**src/rtl/timer_pkg.sv**
```systemverilog
// Shared definitions for the timer arbiter: FSM state encoding and a one-hot helper.
// Latency: n/a (declarations only).
// Backpressure: n/a.
package timer_pkg;

    // Upper bound on requesters; onehot() returns this many bits and callers
    // cast the result down to their own requester count.
    localparam int MAX_REQ = 8;

    typedef enum logic [1:0] {
        S_IDLE  = 2'd0,
        S_COUNT = 2'd1,
        S_DONE  = 2'd2
    } state_e;

    function automatic logic [MAX_REQ-1:0] onehot(input int unsigned idx);
        onehot = MAX_REQ'(1) << idx;
    endfunction

endpackage

```
**src/rtl/timer_arbiter_rr_pick.sv**
```systemverilog
// Round-robin priority picker: first asserted req at or above ptr, wrapping.
// Latency: combinational.
// Backpressure: none; valid simply mirrors |req.
// Ports: req (request vector), ptr (search start), valid (any request), index (winner).
module rr_pick #(
    parameter int NUM_REQ = 4,
    parameter int IDX_W   = 2
) (
    input  logic [NUM_REQ-1:0] req,
    input  logic [IDX_W-1:0]   ptr,
    output logic               valid,
    output logic [IDX_W-1:0]   index
);

    always_comb begin
        int               j;
        logic [IDX_W-1:0] cand;
        j     = 0;
        cand  = '0;
        valid = |req;
        index = '0;
        // Walk offsets from farthest to nearest so the candidate closest to
        // ptr (in wrapped order) is the last one written and therefore wins.
        for (int off = NUM_REQ - 1; off >= 0; off--) begin
            j = int'(ptr) + off;
            if (j >= NUM_REQ) begin
                j = j - NUM_REQ;
            end
            cand = IDX_W'(j);
            if (req[cand]) begin
                index = cand;
            end
        end
    end

endmodule

```
**src/rtl/timer_arbiter.sv**
```systemverilog
// Shares one down-counting timer between NUM_REQ requesters, granted round-robin.
// Latency: grant one edge after request in IDLE; done D+1 edges after grant; next grant 2 edges after done.
// Backpressure: non-owners wait (req held) until the owner finishes or aborts.
// Ports: clk, reset (sync, active-high), req/req_delay (per-requester level and delay),
//        grant/done (one-hot owner / expiry pulse), busy (not idle), count (remaining ticks).
module timer_arbiter
    import timer_pkg::*;
#(
    parameter int NUM_REQ    = 4,
    parameter int DATA_WIDTH = 5
) (
    input  logic                           clk,
    input  logic                           reset,
    input  logic [NUM_REQ-1:0]             req,
    input  logic [NUM_REQ*DATA_WIDTH-1:0]  req_delay,
    output logic [NUM_REQ-1:0]             grant,
    output logic [NUM_REQ-1:0]             done,
    output logic                           busy,
    output logic [DATA_WIDTH-1:0]          count
);

    localparam int IDX_W = (NUM_REQ > 1) ? $clog2(NUM_REQ) : 1;

    state_e                  state_q,  state_d;
    logic [IDX_W-1:0]        owner_q,  owner_d;
    logic [IDX_W-1:0]        rr_ptr_q, rr_ptr_d;
    logic [DATA_WIDTH-1:0]   count_q,  count_d;

    logic                    pick_vld;
    logic [IDX_W-1:0]        pick_idx;
    logic [IDX_W-1:0]        owner_inc;
    logic [NUM_REQ-1:0]      owner_oh;

    rr_pick #(
        .NUM_REQ (NUM_REQ),
        .IDX_W   (IDX_W)
    ) u_rr_pick (
        .req   (req),
        .ptr   (rr_ptr_q),
        .valid (pick_vld),
        .index (pick_idx)
    );

    // Owner + 1 modulo NUM_REQ (NUM_REQ need not be a power of two).
    assign owner_inc = (owner_q == IDX_W'(NUM_REQ - 1)) ? '0 : owner_q + IDX_W'(1);

    always_comb begin
        state_d  = state_q;
        owner_d  = owner_q;
        rr_ptr_d = rr_ptr_q;
        count_d  = count_q;
        case (state_q)
            S_IDLE: begin
                if (pick_vld) begin
                    owner_d = pick_idx;
                    count_d = req_delay[int'(pick_idx)*DATA_WIDTH +: DATA_WIDTH];
                    state_d = S_COUNT;
                end
            end
            S_COUNT: begin
                // Abort is checked first so it beats expiry in the same cycle.
                if (!req[owner_q]) begin
                    count_d  = '0;
                    rr_ptr_d = owner_inc;
                    state_d  = S_IDLE;
                end else if (count_q != '0) begin
                    count_d = count_q - DATA_WIDTH'(1);
                end else begin
                    state_d = S_DONE;
                end
            end
            S_DONE: begin
                rr_ptr_d = owner_inc;
                state_d  = S_IDLE;
            end
            default: begin
                state_d = S_IDLE;
            end
        endcase
    end

    always_ff @(posedge clk) begin
        if (reset) begin
            state_q  <= S_IDLE;
            owner_q  <= '0;
            rr_ptr_q <= '0;
            count_q  <= '0;
        end else begin
            state_q  <= state_d;
            owner_q  <= owner_d;
            rr_ptr_q <= rr_ptr_d;
            count_q  <= count_d;
        end
    end

    // Outputs decode straight from state so grant and done can never overlap.
    assign owner_oh = NUM_REQ'(onehot(32'(owner_q)));
    assign grant    = (state_q == S_COUNT) ? owner_oh : '0;
    assign done     = (state_q == S_DONE)  ? owner_oh : '0;
    assign busy     = (state_q != S_IDLE);
    assign count    = count_q;

endmodule
```
**config.mk**
```make
export PLATFORM = sky130hd
export DESIGN_NAME = timer_arbiter
export DESIGN_NICKNAME = d
export VERILOG_FILES = /design/src/rtl/timer_pkg.sv /design/src/rtl/timer_arbiter_rr_pick.sv /design/src/rtl/timer_arbiter.sv
export SDC_FILE = /design/constraint.sdc
export NUM_CORES = 1
export LEC_CHECK = 0
export CAP_MARGIN = 0
export CORE_ASPECT_RATIO = 1.1
export CORE_MARGIN = 5
export CORE_UTILIZATION = 35
export CTS_CLUSTER_DIAMETER = 80
export DETAILED_ROUTE_END_ITERATION = 10
export DONT_BUFFER_PORTS = 1
export SYNTH_ARGS = -nofsm -noshare
export SYNTH_HDL_FRONTEND = slang
export SYNTH_SLANG_ARGS = --single-unit
```
**constraint.sdc**
```tcl
create_clock -name clk -period 2.56 [get_ports clk]
set_input_delay 0.384 -clock clk [delete_from_list [all_inputs] [get_ports clk]]
set_output_delay 0.384 -clock clk [all_outputs]
set_load 0.02 [all_outputs]
```
# Word level (Yosys, flattened, before mapping)
# Index checks and enable logic that the tools add are counted.
dict set report classes {
  add_sub_neg 9
  multipliers 1
  magnitude_cmp 9
  eq_ne 7
  shift 2
  n_mux 31
  n_reduce_logical 10
}
# op count
set ops {}
lappend ops {{$mux W2} 13}
lappend ops {{$shiftx A20 B6 Y5} 1}
lappend ops {{$lt A2 B3 Y1 const B} 5}
lappend ops {{$mux W5} 3}
lappend ops {{$bmux W1 S2} 5}
lappend ops {{$pmux W5 S2} 1}
lappend ops {{$ge A3 B3 Y1 const B} 3}
lappend ops {{$mux W4} 2}
lappend ops {{$pmux W2 S2} 2}
lappend ops {{$sub A2 B1 Y2 const B} 4}
lappend ops {{$add A2 B2 Y3 const B} 2}
lappend ops {{$ne A3 B3 Y1 const B} 2}
lappend ops {{$reduce_and A2 Y1} 3}
lappend ops {{$reduce_bool A2 Y1} 3}
lappend ops {{$mul A2 B3 Y5 const B} 1}
lappend ops {{$mux W1} 5}
lappend ops {{$reduce_bool A5 Y1} 1}
lappend ops {{$sub A5 B1 Y5 const B} 1}
lappend ops {{$eq A2 B2 Y1 const B} 2}
lappend ops {{$ne A2 B2 Y1 const B} 2}
lappend ops {{$reduce_or A4 Y1} 1}
lappend ops {{$shl A1 B2 Y4 const A} 1}
lappend ops {{$add A2 B1 Y3 const B} 1}
lappend ops {{$ge A2 B3 Y1 const B} 1}
lappend ops {{other kinds (4)} 4}
dict set report totals {
  regBits 11
  input_bits 26
  out_inout_bits 14
  elab_cells 73
}

# Depth between registers and ports, before layout
# Gate-level depths: netlist (run 1).
dict set report depth {
  depth_word 13
  depth_mapped 8
  depth_no_buf 8
}

# Hierarchy
# A second synthesis (run 1) with hierarchy kept.
dict set report unflattened {
  cells_unflattened 103
  area_unflattened_um2 927.1
}
# mod instances cells_each area_per_inst_um2
set by_module_without_submodules {}
lappend by_module_without_submodules {timer_arbiter 1 90 849.6}
lappend by_module_without_submodules {rr_pick 1 13 77.6}

# Worst setup path after synthesis (run 1)
# Ideal clock, no wire load.
dict set report synth_path {
  path_type {register to register}
  startpoint {register owner_q[0]}
  endpoint {register count_q[0], in the netlist count[0]}
  setup_ns 0.119
  t_arrival_ns 1.595
  required_ns 2.441
  setup_slack_ns 0.846
  path_stages_with_launch 6
  synth_period_minus_slack_ns 1.714
  cell_sequence {dfxtp_1 > mux4_2 > and2_4 > a31oi_4 > o21ai_2 > o221a_1}
}
dict set report synth_between {
  elab_chain_len 4
  word_cells_on_any_way 6
  cone_classes {eq/ne: 1; mux: 4; reduce/logical: 1}
}
# item line_no
set synth_rtl {}
lappend synth_rtl {{from (decl)} timer_arbiter.sv:25} ;# logic [IDX_W-1:0] owner_q, owner_d;
lappend synth_rtl {{from (signal assigned)} timer_arbiter.sv:90} ;# owner_q <= owner_d;
lappend synth_rtl {{$bmux W1 S2 *} timer_arbiter.sv:62} ;# if (!req[owner_q]) begin
lappend synth_rtl {{$mux W1 (implied by the code) *} timer_arbiter.sv:62}
lappend synth_rtl {{$ne A3 B3 Y1 (no source line) or $mux W5 (tied branches)} n/a}
lappend synth_rtl {{$reduce_and A3 Y1 (no source line) or $pmux W5 S2 (tied branches)} n/a}
lappend synth_rtl {{to (signal assigned)} timer_arbiter.sv:92} ;# count_q <= count_d;
lappend synth_rtl {{to (decl)} timer_arbiter.sv:27} ;# logic [DATA_WIDTH-1:0] count_q, count_d;
# Every way passes the cells marked *; elsewhere a longest branch is shown, timed or not. The select of a mux whose other input is x is not followed.
# A chain may end at the register's enable or synchronous reset.

# Worst setup path in the final report (run 1)
dict set report layout_path {
  startpoint {register count_q[0], in the netlist count[0]}
  endpoint {register count_q[3], in the netlist count[3]}
}
dict set report layout_between {
  elab_chain_len 4
  word_cells_on_any_way 7
  cone_classes {add/sub: 1; eq/ne: 1; mux: 3; reduce/logical: 2}
}
# item line_no
set layout_rtl {}
lappend layout_rtl {{$sub A5 B1 Y5} timer_arbiter.sv:67} ;# count_d = count_q - DATA_WIDTH'(1);
lappend layout_rtl {{$mux W5} timer_arbiter.sv:66} ;# end else if (count_q != '0) begin
lappend layout_rtl {{$mux W5} timer_arbiter.sv:62}
lappend layout_rtl {{$pmux W5 S2} timer_arbiter.sv:52} ;# case (state_q)
# Parallel ways exist; a longest one is shown, timed or not. The select of a mux whose other input is x is not followed.

==> metrics.log, run 1 <==
INFO  metric die_width = 58.5 um
INFO  metric p_leak = 0.414 nW
INFO  metric clock_sinks = 11
INFO  metric hold_viol = 0
INFO  metric summed_negative_setup_slack_over_all_endpoints = 0 ns
INFO  metric async_reset_ff_share = 0%
INFO  metric synth.cells.most_frequent = sky130_fd_sc_hd__mux2i_1 (14), sky130_fd_sc_hd__dfxtp_1 (11), sky130_fd_sc_hd__a21oi_1 (10), sky130_fd_sc_hd__inv_1 (10)
INFO  metric register_area = 220 sq um
INFO  metric worst_setup_slack_after_placement = 0.724 ns
INFO  metric yosys_warnings = 0
INFO  metric drc_errors = 0
INFO  metric die_area = 3710 sq um
INFO  metric drt_wl_cell = 15.5 um
INFO  metric number_of_flops_mapped_to_enable_cells_by_yosys = 0
INFO  metric grt.overflow.total = 0
INFO  metric timing.critical_path.from_type = register
INFO  metric grt_antenna_before_repair = 0
INFO  metric multiInputGateArea = 641 sq um
INFO  metric cts_tree = yes
INFO  metric r2r_start = count[0]$_SDFFE_PP0P_
INFO  metric antennaDiodeCount = 0
INFO  metric whs_path_depth = 1
INFO  metric cts_buffers = 3
INFO  metric flow.area_growth_from_synthesis = 7.18%
INFO  metric gp_congestion = 0.803
INFO  metric skew = 0.000751 ns
INFO  metric yosys.cell_count.top_type = sky130_fd_sc_hd__mux2i_1
INFO  metric cts.root.buffer_cell = sky130_fd_sc_hd__clkbuf_4
INFO  metric fin_ws = 0.714 ns
INFO  metric final-setup-viol-count = 0
INFO  metric antenna_nets_post_route = 0
INFO  metric required = 2.73 ns
INFO  metric crit_type = reg -> reg
INFO  metric synth-seq-area-share = 24.3%
INFO  metric timing.rr.end = count[3]$_SDFFE_PP0P_
INFO  metric grt_pass1_vias = 808
INFO  metric worst_skew_pair.late_latency = 0.27 ns
INFO  metric power_per_cell_area = 659 nW/um^2
INFO  metric regToRegSetupSlack = 0.71 ns
INFO  metric hold_path.startpoint = reset
INFO  metric initial_utilization = 36.3%
INFO  metric synth_top_area_cell = sky130_fd_sc_hd__dfxtp_1
INFO  metric ctsHoldBuffers = 0
INFO  metric detail_route.first_pass.iterations = 4
INFO  metric drtIter0Drc = 22
INFO  metric status = finished clean
INFO  metric final_max_slew_viol_count = 0
INFO  metric drive_above_1_share = 10.0%
INFO  metric clk_path_buf_depth = 2
INFO  metric min_path_type = in -> reg
INFO  metric drt-vias-per-instance = 5.64
INFO  metric largest_net_degree_at_the_start_of_global_routing = 12
INFO  metric buffer_ports.inserted = 0
INFO  metric synthesis.instances = 106
INFO  metric synth_top_cells_by_area = sky130_fd_sc_hd__dfxtp_1 (24%), sky130_fd_sc_hd__mux2i_1 (15%), sky130_fd_sc_hd__ha_1 (6.9%)
INFO  metric hpwl = 1800 um
INFO  metric die_height = 63.4 um
INFO  metric synth_cell_type_count = 29
INFO  metric hold_end = state_q[0]$_SDFFE_PP0P_
INFO  metric cts.clk_slew.worst_paths = 0.07 ns
INFO  metric ys_dominant_reg_cell = sky130_fd_sc_hd__dfxtp_1
INFO  metric setup.worst_path.end_class = register
INFO  metric max_slew.worst_pin.slew = 0.534 ns
INFO  metric layout.nets = 142
INFO  metric grtUsageTotal = 12.7%
INFO  metric fmaxAchievable = 542 MHz
INFO  metric synth.ff_latch_count = 11
INFO  metric post_cts_buffers = 0
INFO  metric cp_max_fo = 5
INFO  metric final_min_period_over_clock_period = 72.1%
INFO  metric synth_top_area_share = 24.3%
INFO  metric drt-total-wl = 2190 um
INFO  metric maxCapViolCount = 0
INFO  metric core_area = 2500 sq um
INFO  metric layout_filler_cell_count = 271
INFO  metric grt_first_pass_wirelength = 3710 um
INFO  metric detailroute.via_count = 795
INFO  metric post_synth.cell_area_avg = 8.55 sq um
INFO  metric cts.repair.resized = 0
INFO  metric syn-num-nets = 137
INFO  metric rsz0062_at_grt = false
INFO  metric vdd_ir_drop_max = 0.336 mV
INFO  metric r2r_cells = 8
INFO  metric design.portCount = 40
INFO  metric worst_slew_margin_rel = 64.4%
INFO  metric syn-cell-area = 906 sq um
INFO  metric worstPathArrival = 2.01 ns
INFO  metric period_needed = 1.85 ns
INFO  metric h-tree-depth = 1
INFO  metric placementRows = 19
[metrics by stage]
step	utilization (%)	area (sq um)	hold slack, ns	power, mW	cells
floorplan	-	906	0.453	0.473	106
global placement	37.8	945	0.457	0.521	137
detailed placement	37.8	945	0.457	0.526	137
CTS	38.9	971	0.170	0.645	141
global route	38.9	971	0.162	0.692	141
finish	38.9	971	0.174	0.640	141
[worst max-delay path by stage]
stage	from	endpoint	depth (start not counted)
after floorplan	owner_q[0]$_SDFFE_PP0P_	count[0]$_SDFFE_PP0P_	5
after global placement	count[0]$_SDFFE_PP0P_	count[3]$_SDFFE_PP0P_	8
after detailed placement	count[0]$_SDFFE_PP0P_	count[3]$_SDFFE_PP0P_	8
after CTS	count[0]$_SDFFE_PP0P_	count[3]$_SDFFE_PP0P_	8
after global routing	count[0]$_SDFFE_PP0P_	count[3]$_SDFFE_PP0P_	8
final	count[0]$_SDFFE_PP0P_	count[3]$_SDFFE_PP0P_	8
[power by group]
| part | total [mW] | switching (mW) | internal (mW) |
|---|---|---|---|
| Clock | 0.120 | 0.0596 | 0.0603 |
| Combinational | 0.265 | 0.147 | 0.118 |
| Sequential | 0.256 | 0.0572 | 0.198 |
| Total | 0.640 | 0.264 | 0.377 |
[area by class of cell]
type                            instances  area share, %
Clock buffer                            4           2.71
Inverter                               10           3.87
Multi-Input combinational cell         84           66.0
Sequential cell                        11           22.7
Tap cell                               31           3.99
Timing Repair Buffer                    1          0.773
[critical path, cell delays in order (launching register included)]
cell and delay [ns]:
sky130_fd_sc_hd__dfxtp_1 0.53, sky130_fd_sc_hd__inv_1 0.11, sky130_fd_sc_hd__ha_1 0.24, sky130_fd_sc_hd__nor2b_1 0.19, sky130_fd_sc_hd__a21oi_1 0.14, sky130_fd_sc_hd__o31ai_1 0.08
sky130_fd_sc_hd__a21oi_1 0.18, sky130_fd_sc_hd__o221ai_1 0.13, sky130_fd_sc_hd__o211a_1 0.14
[state kept, by name, summed over array words and instances, names as in the netlist]
signal    cells
count         5
owner_q       2
rr_ptr_q      2
state_q       2
[kinds of logic after synthesis]
family | Yosys count | synth area share, %
fa+ha+maj | 5 | 6.91
simple gates | 33 | 19.5
compound gates | 29 | 24.4
buf+inv | 11 | 4.97
xor+xnor | 2 | 1.93
flops | 11 | 24.3
mux | 15 | 18.0
[cells in the final DEF (no fill, tap or decap)]
master                     instances
sky130_fd_sc_hd__mux2i_1          14
sky130_fd_sc_hd__dfxtp_1          11
sky130_fd_sc_hd__inv_1            10
sky130_fd_sc_hd__a21oi_1          10
sky130_fd_sc_hd__and2_1            8
sky130_fd_sc_hd__nor2_1            8
sky130_fd_sc_hd__nand2_1           5
sky130_fd_sc_hd__ha_1              5
sky130_fd_sc_hd__nand2b_1          4
sky130_fd_sc_hd__o221ai_1          4
sky130_fd_sc_hd__o211a_1           4
sky130_fd_sc_hd__clkbuf_4          3
sky130_fd_sc_hd__or2_2             2
sky130_fd_sc_hd__nor2b_1           2
sky130_fd_sc_hd__o21bai_1          2
sky130_fd_sc_hd__o22ai_1           2
sky130_fd_sc_hd__o31ai_1           2
sky130_fd_sc_hd__and2b_2           1
sky130_fd_sc_hd__mux4_2            1
sky130_fd_sc_hd__and2_4            1
sky130_fd_sc_hd__nand3_1           1
sky130_fd_sc_hd__a31oi_4           1
sky130_fd_sc_hd__a211oi_1          1
sky130_fd_sc_hd__o21ai_0           1
sky130_fd_sc_hd__o21ai_2           1
sky130_fd_sc_hd__o221a_1           1
sky130_fd_sc_hd__nor3_1            1
sky130_fd_sc_hd__xnor2_1           1
sky130_fd_sc_hd__xor2_1            1
sky130_fd_sc_hd__clkbuf_1          1
sky130_fd_sc_hd__buf_4             1
[per-layer routing]
layer	GRT usage (%)	up-vias	wire length, um
met5	0	-	0
met4	5.80	0	52
met3	4.08	9	195
met2	20.7	38	1040
met1	14.8	356	900
li1	-	392	-
No activity file was read; power rests on OpenSTA's default activity.
==> run 2: changes to the inputs <==
- clock period: 2.56 -> 1.5 ns (I/O delays scaled with it)
==> metrics.log, run 2 (same netlist as run 1, synthesis figures left out) <==
INFO  metric worstPathArrival = 1.85 ns
INFO  metric die_area = 3710 sq um
INFO  metric timing.critical_path.slowest_stage_cell = sky130_fd_sc_hd__mux4_2
INFO  metric layout.nets = 161
INFO  metric hold_viol = 0
INFO  metric grt_antenna_before_repair = 0
INFO  metric maxCapViolCount = 0
INFO  metric period_needed = 1.69 ns
INFO  metric status = complete, but fails checks
INFO  metric cts_tree = yes
INFO  metric final_min_period_over_clock_period = 113%
INFO  metric grtUsageTotal = 13.3%
INFO  metric p_leak = 0.521 nW
INFO  metric timing.critical_path.cells = mux4_2 -> and2_4 -> a31oi_4 -> o21ai_2 -> o221a_1
INFO  metric design.portCount = 40
INFO  metric final_max_slew_viol_count = 0
INFO  metric detail_route.first_pass.iterations = 4
INFO  metric initial_utilization = 36.3%
INFO  metric antenna_nets_post_route = 0
INFO  metric regToRegSetupSlack = -0.19 ns
INFO  metric cts.root.buffer_cell = sky130_fd_sc_hd__clkbuf_4
INFO  metric required = 1.66 ns
INFO  metric buffer_ports.inserted = 0
INFO  metric fin_total_pwr = 1.27 mW
INFO  metric power_report.internal_total = 0.773 mW
INFO  metric final_cell_mix = sky130_fd_sc_hd__buf_4 (17), sky130_fd_sc_hd__mux2i_1 (14), sky130_fd_sc_hd__inv_1 (10)
INFO  metric share_of_total_power_in_sequential_cells = 30.0%
INFO  metric cts.clk_slew.worst_paths = 0.07 ns
INFO  metric crit_buf_inv = 0
INFO  metric clk_path_buf_depth = 2
INFO  metric hpwl = 1920 um
INFO  metric timing.critical_path.from_type = register
INFO  metric final-setup-viol-count = 7
INFO  metric skew = 0.000697 ns
INFO  metric largest_register_ff_count = 5
INFO  metric gp_congestion = 0.854
INFO  metric die_width = 58.5 um
INFO  metric die_height = 63.4 um
INFO  metric layout.core_utilization = 47.1%
INFO  metric grt.overflow.total = 0
INFO  metric worst_slew_margin_rel = 78.7%
INFO  metric drive_above_1_share = 35.7%
INFO  metric rsz0062_at_grt = true
INFO  metric flow.area_growth_from_synthesis = 29.7%
INFO  metric violated_checks = negative setup slack
INFO  metric power_switching = 0.497 mW
INFO  metric fmaxAchievable = 591 MHz
INFO  metric max_slew.worst_pin.slew = 0.318 ns
INFO  metric largest_net_degree_at_the_start_of_global_routing = 12
INFO  metric net_sw_share = 39.1%
INFO  metric h-tree-depth = 1
INFO  metric drc_errors = 0
INFO  metric placementRows = 19
INFO  metric setup.worst_path.end_class = register
INFO  metric vdd_ir_drop_max = 0.697 mV
INFO  metric detailroute.via_count = 889
INFO  metric clock_sinks = 11
INFO  metric core_area = 2500 sq um
INFO  metric cp_max_fo = 5
INFO  metric max_stage_delay = 0.53 ns
INFO  metric min_path_type = in -> reg
INFO  metric grt_pass1_vias = 876
INFO  metric clock_power_share = 16.2%
INFO  metric drtIter0Drc = 44
INFO  metric pwr-share-comb = 53.8%
INFO  metric antennaDiodeCount = 0
INFO  metric critPathTopFamily = multiplexers
INFO  metric drt-total-wl = 2450 um
INFO  metric layout.cells.most_common = sky130_fd_sc_hd__buf_4
INFO  metric fin_ws = -0.192 ns
INFO  metric cts_buffers = 3
INFO  metric grt_first_pass_wirelength = 3820 um
INFO  metric worst_skew_pair.late_latency = 0.27 ns
INFO  metric drt-vias-per-instance = 5.56
INFO  metric drt_wl_cell = 15.3 um
INFO  metric crit_type = reg -> reg
INFO  metric power_per_cell_area = 1080 nW/um^2
run 2: changes by cell type in the layout (fill, tap and decap cells not counted), moves of 3 or more:
cell / change
sky130_fd_sc_hd__buf_4: +16
sky130_fd_sc_hd__and2_1: -6
sky130_fd_sc_hd__and2_2: +6
sky130_fd_sc_hd__dfxtp_1: -4
sky130_fd_sc_hd__dfxtp_4: +3
run 2: power by group through the flow:
stage                     registers, mW  logic [mW]  clock network [mW]
after floorplan                   0.434       0.386                   0
after global placement            0.385       0.629                   0
after detailed placement          0.387       0.632                   0
after CTS                         0.381       0.655               0.214
after global routing              0.389       0.737               0.233
final                             0.381       0.683               0.206
run 2: layout make-up:
type,instances,area [sq um]
clock buffers,4,26.3
fillers,258,1320
flip-flops and latches,11,233
well taps,31,38.8
multi-input cells,84,679
inverters,10,37.5
repair buffers,20,160
run 2: metrics by stage:
stage                     worst slack, ns  hold slack (ns)  std cells  instance area (sq um)  setup TNS, ns
after floorplan                    -0.147            0.288        106                    922         -0.147
after global placement             -0.122            0.293        153                   1080         -0.634
after detailed placement           -0.169            0.296        153                   1080         -0.898
after global routing               -0.267          0.00809        160                   1170          -1.46
final                              -0.192           0.0162        160                   1170         -0.950
after CTS                          -0.189          0.00155        158                   1130         -0.747
run 2: path summary, 6_finish.rpt:
check	start	to	cells after the start
setup / recovery	owner_q[0]$_SDFFE_PP0P_	count[0]$_SDFFE_PP0P_	5
hold / removal	reset	rr_ptr_q[1]$_SDFFE_PP0P_	1
setup reg to reg	owner_q[0]$_SDFFE_PP0P_	count[0]$_SDFFE_PP0P_	5
hold reg to reg	rr_ptr_q[0]$_SDFFE_PP0P_	rr_ptr_q[0]$_SDFFE_PP0P_	2
run 2: per-layer routing:
layer	GRT usage (%)	share of wire, %
met1	15.6	41
met2	21.6	51
met3	3.88	8.1
met4	6.09	0.57
met5	0	0
run 2: what timing repair did:
| action | 4_1_cts | 5_1_grt |
|---|---|---|
| setup endpoints to repair | 7 | 15 |
| buffers inserted | 1 | 1 |
| gates resized for setup | 2 | 13 |
| endpoints found under the hold margin | 0 | 4 |
| hold buffers | 0 | 1 |
| gates cloned | 0 | 0 |
| pin swaps | 1 | 1 |
